## config.mk

```make
export PLATFORM = sky130hd
export DESIGN_NAME = seq_divider
export DESIGN_NICKNAME = d
export VERILOG_FILES = /design/src/rtl/seq_div_pkg.sv /design/src/rtl/div_restore_step.sv /design/src/rtl/seq_divider.sv
export SDC_FILE = /design/constraint.sdc
export NUM_CORES = 1
export LEC_CHECK = 0
export ABC_CLOCK_PERIOD_IN_PS = 5800
export BUFFER_PORTS_ARGS = -buffer_cell sky130_fd_sc_hd__buf_4
export CELL_PAD_IN_SITES_DETAIL_PLACEMENT = 1
export CELL_PAD_IN_SITES_GLOBAL_PLACEMENT = 1
export CORE_MARGIN = 3
export CORE_UTILIZATION = 41
export CTS_CLUSTER_DIAMETER = 40
export DETAILED_ROUTE_END_ITERATION = 8
export PLACE_DENSITY = 0.72
export SYNTH_ARGS = -nofsm -noshare
export SYNTH_HDL_FRONTEND = slang
export SYNTH_SLANG_ARGS = --single-unit
```

## constraint.sdc

```tcl
create_clock -name clk -period 5.8 [get_ports clk]
set_input_delay 0.58 -clock clk [delete_from_list [all_inputs] [get_ports clk]]
set_output_delay 0.58 -clock clk [all_outputs]
set_load 0.02 [all_outputs]
```

## src/rtl/seq_div_pkg.sv

```systemverilog
// Shared types and helpers for the sequential restoring divider.
// WIDTH of any seq_divider instance must not exceed MAX_WIDTH.
package seq_div_pkg;

  typedef enum logic [1:0] {
    IDLE = 2'd0,
    ITER = 2'd1,
    FIX  = 2'd2
  } div_state_e;

  localparam int DEFAULT_WIDTH = 32;
  localparam int MAX_WIDTH     = 64;

  localparam logic [MAX_WIDTH-1:0] DIV0_QUOTIENT = '1;

  // Two's-complement magnitude of the low w bits of x; bits above w are cleared.
  function automatic logic [MAX_WIDTH-1:0] twos_mag(input logic [MAX_WIDTH-1:0] x,
                                                    input int unsigned w);
    logic [MAX_WIDTH-1:0] mask;
    logic [MAX_WIDTH-1:0] neg;
    if (w >= MAX_WIDTH) begin
      mask = '1;
    end else begin
      mask = (MAX_WIDTH'(1) << w) - MAX_WIDTH'(1);
    end
    neg = (~x) + MAX_WIDTH'(1);
    return (x[w-1] ? neg : x) & mask;
  endfunction

endpackage

```

## src/rtl/div_restore_step.sv

```systemverilog
// One combinational restoring-division iteration: shift in the next dividend bit,
// try to subtract the divisor magnitude, and record the outcome as a quotient bit.
module div_restore_step #(
  parameter int WIDTH = 32
) (
  input  logic [WIDTH:0]   i_rem,
  input  logic [WIDTH-1:0] i_qreg,
  input  logic [WIDTH-1:0] i_dmag,
  output logic [WIDTH:0]   o_rem_next,
  output logic [WIDTH-1:0] o_qreg_next
);

  logic [WIDTH:0] w_shift;
  logic [WIDTH:0] w_trial;
  logic           w_fits;

  assign w_shift = {i_rem[WIDTH-1:0], i_qreg[WIDTH-1]};
  assign w_trial = w_shift - {1'b0, i_dmag};
  // A set top remainder bit means the shifted value already exceeds any divisor.
  assign w_fits  = i_rem[WIDTH] | (w_shift >= {1'b0, i_dmag});

  assign o_rem_next  = w_fits ? w_trial : w_shift;
  assign o_qreg_next = {i_qreg[WIDTH-2:0], w_fits};

endmodule

```

## src/rtl/seq_divider.sv

```systemverilog
// Multi-cycle restoring divider, one quotient bit per clock, start/done handshake.
// Define SEQ_DIV_SIGNED_EN for two's-complement signed operands; default is unsigned.
module seq_divider
  import seq_div_pkg::*;
#(
  parameter int WIDTH = DEFAULT_WIDTH
) (
  input  logic             clk,
  input  logic             rst,
  input  logic             start,
  input  logic [WIDTH-1:0] dividend,
  input  logic [WIDTH-1:0] divisor,
  output logic [WIDTH-1:0] quotient,
  output logic [WIDTH-1:0] remainder,
  output logic             busy,
  output logic             done,
  output logic             div_by_zero
);

  localparam int CW = $clog2(WIDTH + 1);

  div_state_e       r_state;
  div_state_e       w_state_next;
  logic [WIDTH:0]   r_rem;
  logic [WIDTH-1:0] r_qreg;
  logic [WIDTH-1:0] r_dmag;
  logic [CW-1:0]    r_count;
  logic             r_div0;
  logic [WIDTH-1:0] r_quotient;
  logic [WIDTH-1:0] r_remainder;
  logic             r_done;
  logic             r_div_by_zero;

  logic             w_accept;
  logic             w_div0;
  logic [WIDTH-1:0] w_dvd_mag;
  logic [WIDTH-1:0] w_dvs_mag;
  logic [WIDTH:0]   w_rem_next;
  logic [WIDTH-1:0] w_qreg_next;
  logic [WIDTH-1:0] w_quot_fixed;
  logic [WIDTH-1:0] w_rem_fixed;

  assign w_div0 = (divisor == '0);

`ifdef SEQ_DIV_SIGNED_EN
  logic r_q_neg;
  logic r_r_neg;

  assign w_dvd_mag    = WIDTH'(twos_mag(MAX_WIDTH'(dividend), WIDTH));
  assign w_dvs_mag    = WIDTH'(twos_mag(MAX_WIDTH'(divisor), WIDTH));
  assign w_quot_fixed = r_q_neg ? -r_qreg : r_qreg;
  assign w_rem_fixed  = r_r_neg ? -r_rem[WIDTH-1:0] : r_rem[WIDTH-1:0];

  always_ff @(posedge clk or posedge rst) begin
    if (rst) begin
      r_q_neg <= 1'b0;
      r_r_neg <= 1'b0;
    end else if (w_accept) begin
      r_q_neg <= dividend[WIDTH-1] ^ divisor[WIDTH-1];
      r_r_neg <= dividend[WIDTH-1];
    end
  end
`else
  assign w_dvd_mag    = dividend;
  assign w_dvs_mag    = divisor;
  assign w_quot_fixed = r_qreg;
  assign w_rem_fixed  = r_rem[WIDTH-1:0];
`endif

  div_restore_step #(
    .WIDTH (WIDTH)
  ) u_step (
    .i_rem       (r_rem),
    .i_qreg      (r_qreg),
    .i_dmag      (r_dmag),
    .o_rem_next  (w_rem_next),
    .o_qreg_next (w_qreg_next)
  );

  always_comb begin
    w_state_next = r_state;
    w_accept     = 1'b0;
    unique case (r_state)
      IDLE: begin
        if (start) begin
          w_accept     = 1'b1;
          w_state_next = w_div0 ? FIX : ITER;
        end
      end
      ITER: begin
        if (r_count == CW'(1)) begin
          w_state_next = FIX;
        end
      end
      FIX: begin
        w_state_next = IDLE;
      end
      default: begin
        w_state_next = IDLE;
      end
    endcase
  end

  always_ff @(posedge clk or posedge rst) begin
    if (rst) begin
      r_state       <= IDLE;
      r_rem         <= '0;
      r_qreg        <= '0;
      r_dmag        <= '0;
      r_count       <= '0;
      r_div0        <= 1'b0;
      r_quotient    <= '0;
      r_remainder   <= '0;
      r_done        <= 1'b0;
      r_div_by_zero <= 1'b0;
    end else begin
      r_state <= w_state_next;
      r_done  <= 1'b0;
      unique case (r_state)
        IDLE: begin
          if (w_accept) begin
            r_rem         <= '0;
            r_count       <= CW'(WIDTH);
            r_dmag        <= w_dvs_mag;
            // On divide-by-zero the raw dividend is parked here to become the remainder.
            r_qreg        <= w_div0 ? dividend : w_dvd_mag;
            r_div0        <= w_div0;
            r_quotient    <= '0;
            r_remainder   <= '0;
            r_div_by_zero <= 1'b0;
          end
        end
        ITER: begin
          r_rem   <= w_rem_next;
          r_qreg  <= w_qreg_next;
          r_count <= r_count - CW'(1);
        end
        FIX: begin
          r_done <= 1'b1;
          if (r_div0) begin
            r_quotient    <= WIDTH'(DIV0_QUOTIENT);
            r_remainder   <= r_qreg;
            r_div_by_zero <= 1'b1;
          end else begin
            r_quotient  <= w_quot_fixed;
            r_remainder <= w_rem_fixed;
          end
        end
        default: begin
        end
      endcase
    end
  end

  assign quotient    = r_quotient;
  assign remainder   = r_remainder;
  assign busy        = (r_state != IDLE);
  assign done        = r_done;
  assign div_by_zero = r_div_by_zero;

endmodule

```

# Yosys cells after proc, flatten, opt, wreduce, memory -nomap -nowiden
# Cells that the tools add are included.
# totals
latchBits	0
reg_bits	172
output_inout_bits	67
inputBits	67
n_memories	0
word_cells	53
mem_bits_ro	0
ramBits	0
# classes
mul	0
eq_ne	7
muxes	22
n_lt_le_gt_ge	1
div	0
reduce_logical	10
bitwise	1
n_addsub	2
n_shift	0
# ops
cell	n
32-bit case mux with 2 select lines	3
32-bit two-way mux	4
33-bit two-way mux	2
33-bit case mux with 2 select lines	1
33-bit by 32-bit >= comparator with 1-bit output	1
33-bit by 32-bit subtractor with 33-bit output	1
32-bit zero test	1
6-bit case mux with 2 select lines	1
2-bit inequality test, second input constant	4
2-bit AND reduction	4
6-bit by 1-bit == test with 1-bit output, second input constant	1
2-bit two-way mux	3
6-bit two-way mux	1
2-bit nonzero test	3
6-bit by 1-bit subtractor with 6-bit output, second input constant	1
1-bit two-way mux	5
2-bit case mux with 2 select lines	1
3-bit AND reduction	1
2-bit by 1-bit == test with 1-bit output, second input constant	1
2-bit == test, second input constant	1
2-bit zero test	1
1-bit case mux with 2 select lines	1
1-bit bitwise OR	1

# Longest topological paths before layout
# logic_depth
word_depth	4
ltp_mapped	12
ltp_nobuf	11

# By module
# A second synthesis with hierarchy kept.
# unflattened
hier_cells	1170
hier_area_um2	9824.4
# modules_own_cells
module	instances	seq_area_each_um2	area_per_inst_um2	cells_per_inst
seq_divider	1	4304.1	7322.0	796
div_restore_step	1	0.0	2502.4	374

# Worst setup path after synthesis
# Ideal clock, no wire load.
# synth_timing
path_kind	reg-to-reg
from	reg r_qreg[31]
to	reg r_rem[32]
arrival_ns	2.562
t_required_ns	5.669
setup_time_ns	0.131
period_less_slack_ns	2.693
path_buffers	0
stages_incl_launch_ff	12
setup_slack_ns	3.107
path_cell_list	dfrtp_1 > inv_1 > ha_1 > fa_1 > nand2b_1 > a21oi_1 > o21ai_0 > a2111oi_0 > nor3_1 > o31ai_1 > xor2_1 > o21ai_0
# synth_via
elab_chain_cells	4
word_cells_on_any_way	5
cone_classes	1 x add/sub; 1 x order compare; 2 x mux; 1 x bitwise
# synth_lines
element	line	text
from (decl)	seq_divider.sv:25	logic [WIDTH-1:0] r_qreg;
from (signal assigned)	seq_divider.sv:126	r_qreg <= w_div0 ? dividend : w_dvd_mag;
from (signal assigned)	seq_divider.sv:135	r_qreg <= w_qreg_next;
33-bit by 32-bit >= comparator with 1-bit output	div_restore_step.sv:20	assign w_fits = i_rem[WIDTH] | (w_shift >= {1'b0, i_dmag});
1-bit bitwise OR	div_restore_step.sv:20	
33-bit two-way mux *	div_restore_step.sv:22	assign o_rem_next = w_fits ? w_trial : w_shift;
33-bit case mux with 2 select lines *	seq_divider.sv:119	unique case (r_state)
to (signal assigned)	seq_divider.sv:134	r_rem <= w_rem_next;
to (decl)	seq_divider.sv:24	logic [WIDTH:0] r_rem;
# Mark *: on every way between the ends. The rest lies on a longest branch, timed or not.
# A chain may end at the register's enable or synchronous reset.

# Worst setup path after layout
# layout_timing
from	reg r_rem[7]
to	reg r_rem[22]
# layout_via
elab_chain_cells	4
word_cells_on_any_way	5
cone_classes	1 x add/sub; 1 x order compare; 2 x mux; 1 x bitwise
# layout_lines
element	line
33-bit by 32-bit >= comparator with 1-bit output	div_restore_step.sv:20
1-bit bitwise OR	div_restore_step.sv:20
33-bit two-way mux *	div_restore_step.sv:22
33-bit case mux with 2 select lines *	seq_divider.sv:119
# Marks and branches as above.

==> results.yml <==
sta:
  setup_viol: 0
  worstMarginPinSlew_ns: 1.07
  relSlewSlack_pct: 28.6
  whs_ns: 0.266
  hold_viol: 0
  timing.final.ws_setup_ns: 2.16
  final.min_clock_period_ns: 3.64
  slew_viol_final: 0
  rsz0062_at_grt: "no"
  fin_crit_sh_pct: 62.8
  fmax_ghz: 0.274
  fin_skew_ns: 0.0125
  tns_ns: 0
layout:
  fin_nets: 1239
  antennaDiodeCount: 0
  fillers: 2647
  drive_gt1_share_pct: 16.9
  final_area_um2: 11200
  syn_to_final_growth_pct: 18.2
  final_cells: 1435
routing:
  ant_nets: 0
  drt_wl_total_mm: 29.2
  vias_per_cell: 5.78
  drc: 0
  routedWlPerCell_um: 20.3
  via_count: 8298
  drt_iter0_drc: 496
  first_pass_iters: 5
clock_tree:
  clk_pin_slew_worst_paths_ns: 0.07
  cts_resized: 0
  cts.hold.buffers_added: 0
  cts_made_buffers: 17
  htreeDepth: 4
  clk_latency_ns: 0.44
  cts.sinks: 172
  cts_tree: "done"
  cts-root-buf: "clkbuf_16"
  postCtsSetupBuffers: 0
  clk_path_buf_depth: 2
power:
  leakage_uw: 0.00523
  irDropWorstVdd_v: 0.000271
  p_per_area_nw_per_um2: 687
global_route:
  antenna_found_initial: 0
  grt_use_total_pct: 23.8
  grt_pass1_wl_mm: 47.1
  gr-total-overflow: 0
  grt_pass1_vias: 8358
  grt_max_degree: 98
min_path:
  hold_path_class: "input port to asynchronous set/reset pin"
status:
  status: "finished, final reports clean"
critical_path:
  r2r-start: "r_rem[7]$_DFFE_PP0P_"
  path_class: "register to register"
  crit_start: "r_rem[7]$_DFFE_PP0P_"
  crit_path_start_kind: "register"
  worstPathRequired_ns: 6.14
  r2r_slack_ns: 2.16
  crit_fanout: 23
  worst_setup_path_end_kind: "register"
  arrival_ns: 3.98
logic_synthesis:
  synthSimpleGateAreaFrac_pct: 15.6
  synthesis.nets: 1149
  synth_compound_area_share_pct: 20.9
  synth_xor_area_share_pct: 2.67
  synthArstFlopShare_pct: 100
  yosys_warnings: 0
  netlist-cell-type-count: 58
  netlist_area_um2: 9510
  synth_cells: 1047
  synth-adder-area-share_pct: 4.69
  synth_top_family_by_area: "compound AO/OA/AOI/OAI gates"
  synthFlopType: "dfrtp_1"
  synth_top_cell_area_share_pct: 45.3
  yosysTopAreaCell: "dfrtp_1"
  ys_ff_latch: 172
  syn_avg_cell_area_um2: 9.08
  synth_edf_count: 0
  synth.area.top_cells: "dfrtp_1 45%, o21ai_0 7.2%, mux2i_1 5.8%"
  synthMuxAreaShare_pct: 5.91
  yosysSeqAreaShare_pct: 45.3
place:
  postPlaceCellArea_um2: 10700
  place_inst: 1403
  dp_slack_ns: 2.19
  place_congestion: 0.873
  place_hpwl_mm: 20.6
  io_buffers: 133
die:
  dieArea_um2: 25000
  die_w_um: 158
  fp.coreArea_um2: 22700
  initial_utilization_pct: 41.9
  rows: 55
  die_h_um: 158
  ioPinCount: 134
job:
  cap_violations: 0
## flip-flops by register name (all words and copies together) (netlist names)
name / cells
r_count: 6
quotient: 32
r_dmag: 32
done: 1
div_by_zero: 1
r_state: 2
r_qreg: 32
r_div0: 1
remainder: 32
r_rem: 33
## layer usage
| layer | vias to the layer above | share of wire, % | track usage, % |
|---|---|---|---|
| li1 | 3918 | - | - |
| met1 | 4153 | 50 | 36.5 |
| met2 | 204 | 44 | 36.3 |
| met3 | 23 | 5.0 | 3.23 |
| met4 | 0 | 0.95 | 4.75 |
| met5 | - | 0 | 0 |
## stage by stage
stage	total power, uW	util [%]
5_1_grt	8360	49.5
3_5_place_dp	6600	47.0
3_3_place_gp	6500	47.0
4_1_cts	7750	49.5
6_report	7710	49.5
2_1_floorplan	5240	-
## worst max-delay path: stages (launching register included)
cell,delay [ns]
dfrtp_1,0.42
ha_1,0.41
and4_1,0.27
nand3_2,0.12
a21oi_4,0.19
nor3_2,0.10
o41a_4,0.48
o21ai_4,0.83
nand2_1,0.43
o21ai_0,0.28
## cell type report
cell class / count / area (um2) / share of cell area (%)
Multi-Input combinational cell: 757 / 4760 / 42.4
Clock inverter: 14 / 124 / 1.10
Clock buffer: 18 / 429 / 3.82
Sequential cell: 172 / 4310 / 38.3
Timing Repair Buffer: 145 / 1090 / 9.69
Inverter: 44 / 170 / 1.51
Tap cell: 285 / 357 / 3.17
## cells by family after synthesis
group	after synthesis
buf+inv	118
xor+xnor	29
simple gates	300
flops	172
mux	56
compound gates	337
fa+ha+maj	35
## final timing paths
kind | endpoint | cells after the start
worst max-delay path | r_rem[22]$_DFFE_PP0P_ | 9
worst min-delay path | quotient[6]$_DFFE_PP0P_ | 2
worst max register to register | r_rem[22]$_DFFE_PP0P_ | 9
worst min register to register | r_rem[32]$_DFFE_PP0P_ | 2
max in group asynchronous | r_dmag[23]$_DFFE_PP0P_ | 3
min in group clk | r_dmag[6]$_DFFE_PP0P_ | 3
## placed cells by master (no fill, tap or decap), drive strengths merged, types with 5 or more instances in the layout
| master | synthesis | final |
|---|---|---|
| nor2b | 38 | 38 |
| inv | 43 | 51 |
| mux2i | 55 | 55 |
| xnor2 | 14 | 14 |
| nor2 | 50 | 50 |
| or3 | 5 | 5 |
| nand4 | 7 | 7 |
| clkbuf | 62 | 18 |
| xor2 | 15 | 15 |
| buf | 12 | 145 |
| nor4 | 9 | 9 |
| a32oi | 9 | 9 |
| a22oi | 32 | 32 |
| a21o | 16 | 16 |
| nand2b | 6 | 6 |
| o21a | 6 | 6 |
| a21oi | 93 | 93 |
| nand3 | 43 | 43 |
| ha | 34 | 34 |
| o21ai | 146 | 146 |
| nor3 | 43 | 43 |
| clkinvlp | 0 | 5 |
| nand2 | 81 | 81 |
| o21bai | 5 | 5 |
| and3 | 7 | 7 |
| dfrtp | 172 | 172 |
## synth_stat cells (all sizes together) (2+ instances only)
library cell and instances:
or3 5, a22oi 32, and3 7, nor3 43
nand3 43, mux2i 55, a221oi 2, a31oi 4
clkbuf 62, a21boi 3, a31o 2, nand3b 2
o21bai 5, o31ai 2, nand4 7, a211o 2
nor2b 38, ha 34, xor2 15, nor4 9
inv 43, dfrtp 172, a22o 3, nor2 50
a21oi 93, o211ai 4, o21a 6, a32oi 9
and4 2, xnor2 14, buf 12, o21ai 146
a211oi 3, nand2b 6, a21o 16, nand2 81
## where the power goes
part           switching, uW  internal, uW
Combinational           2610          1740
Sequential               522          1730
Clock                    535           564
Total                   3670          4040
(Power assumes the default switching activity.)
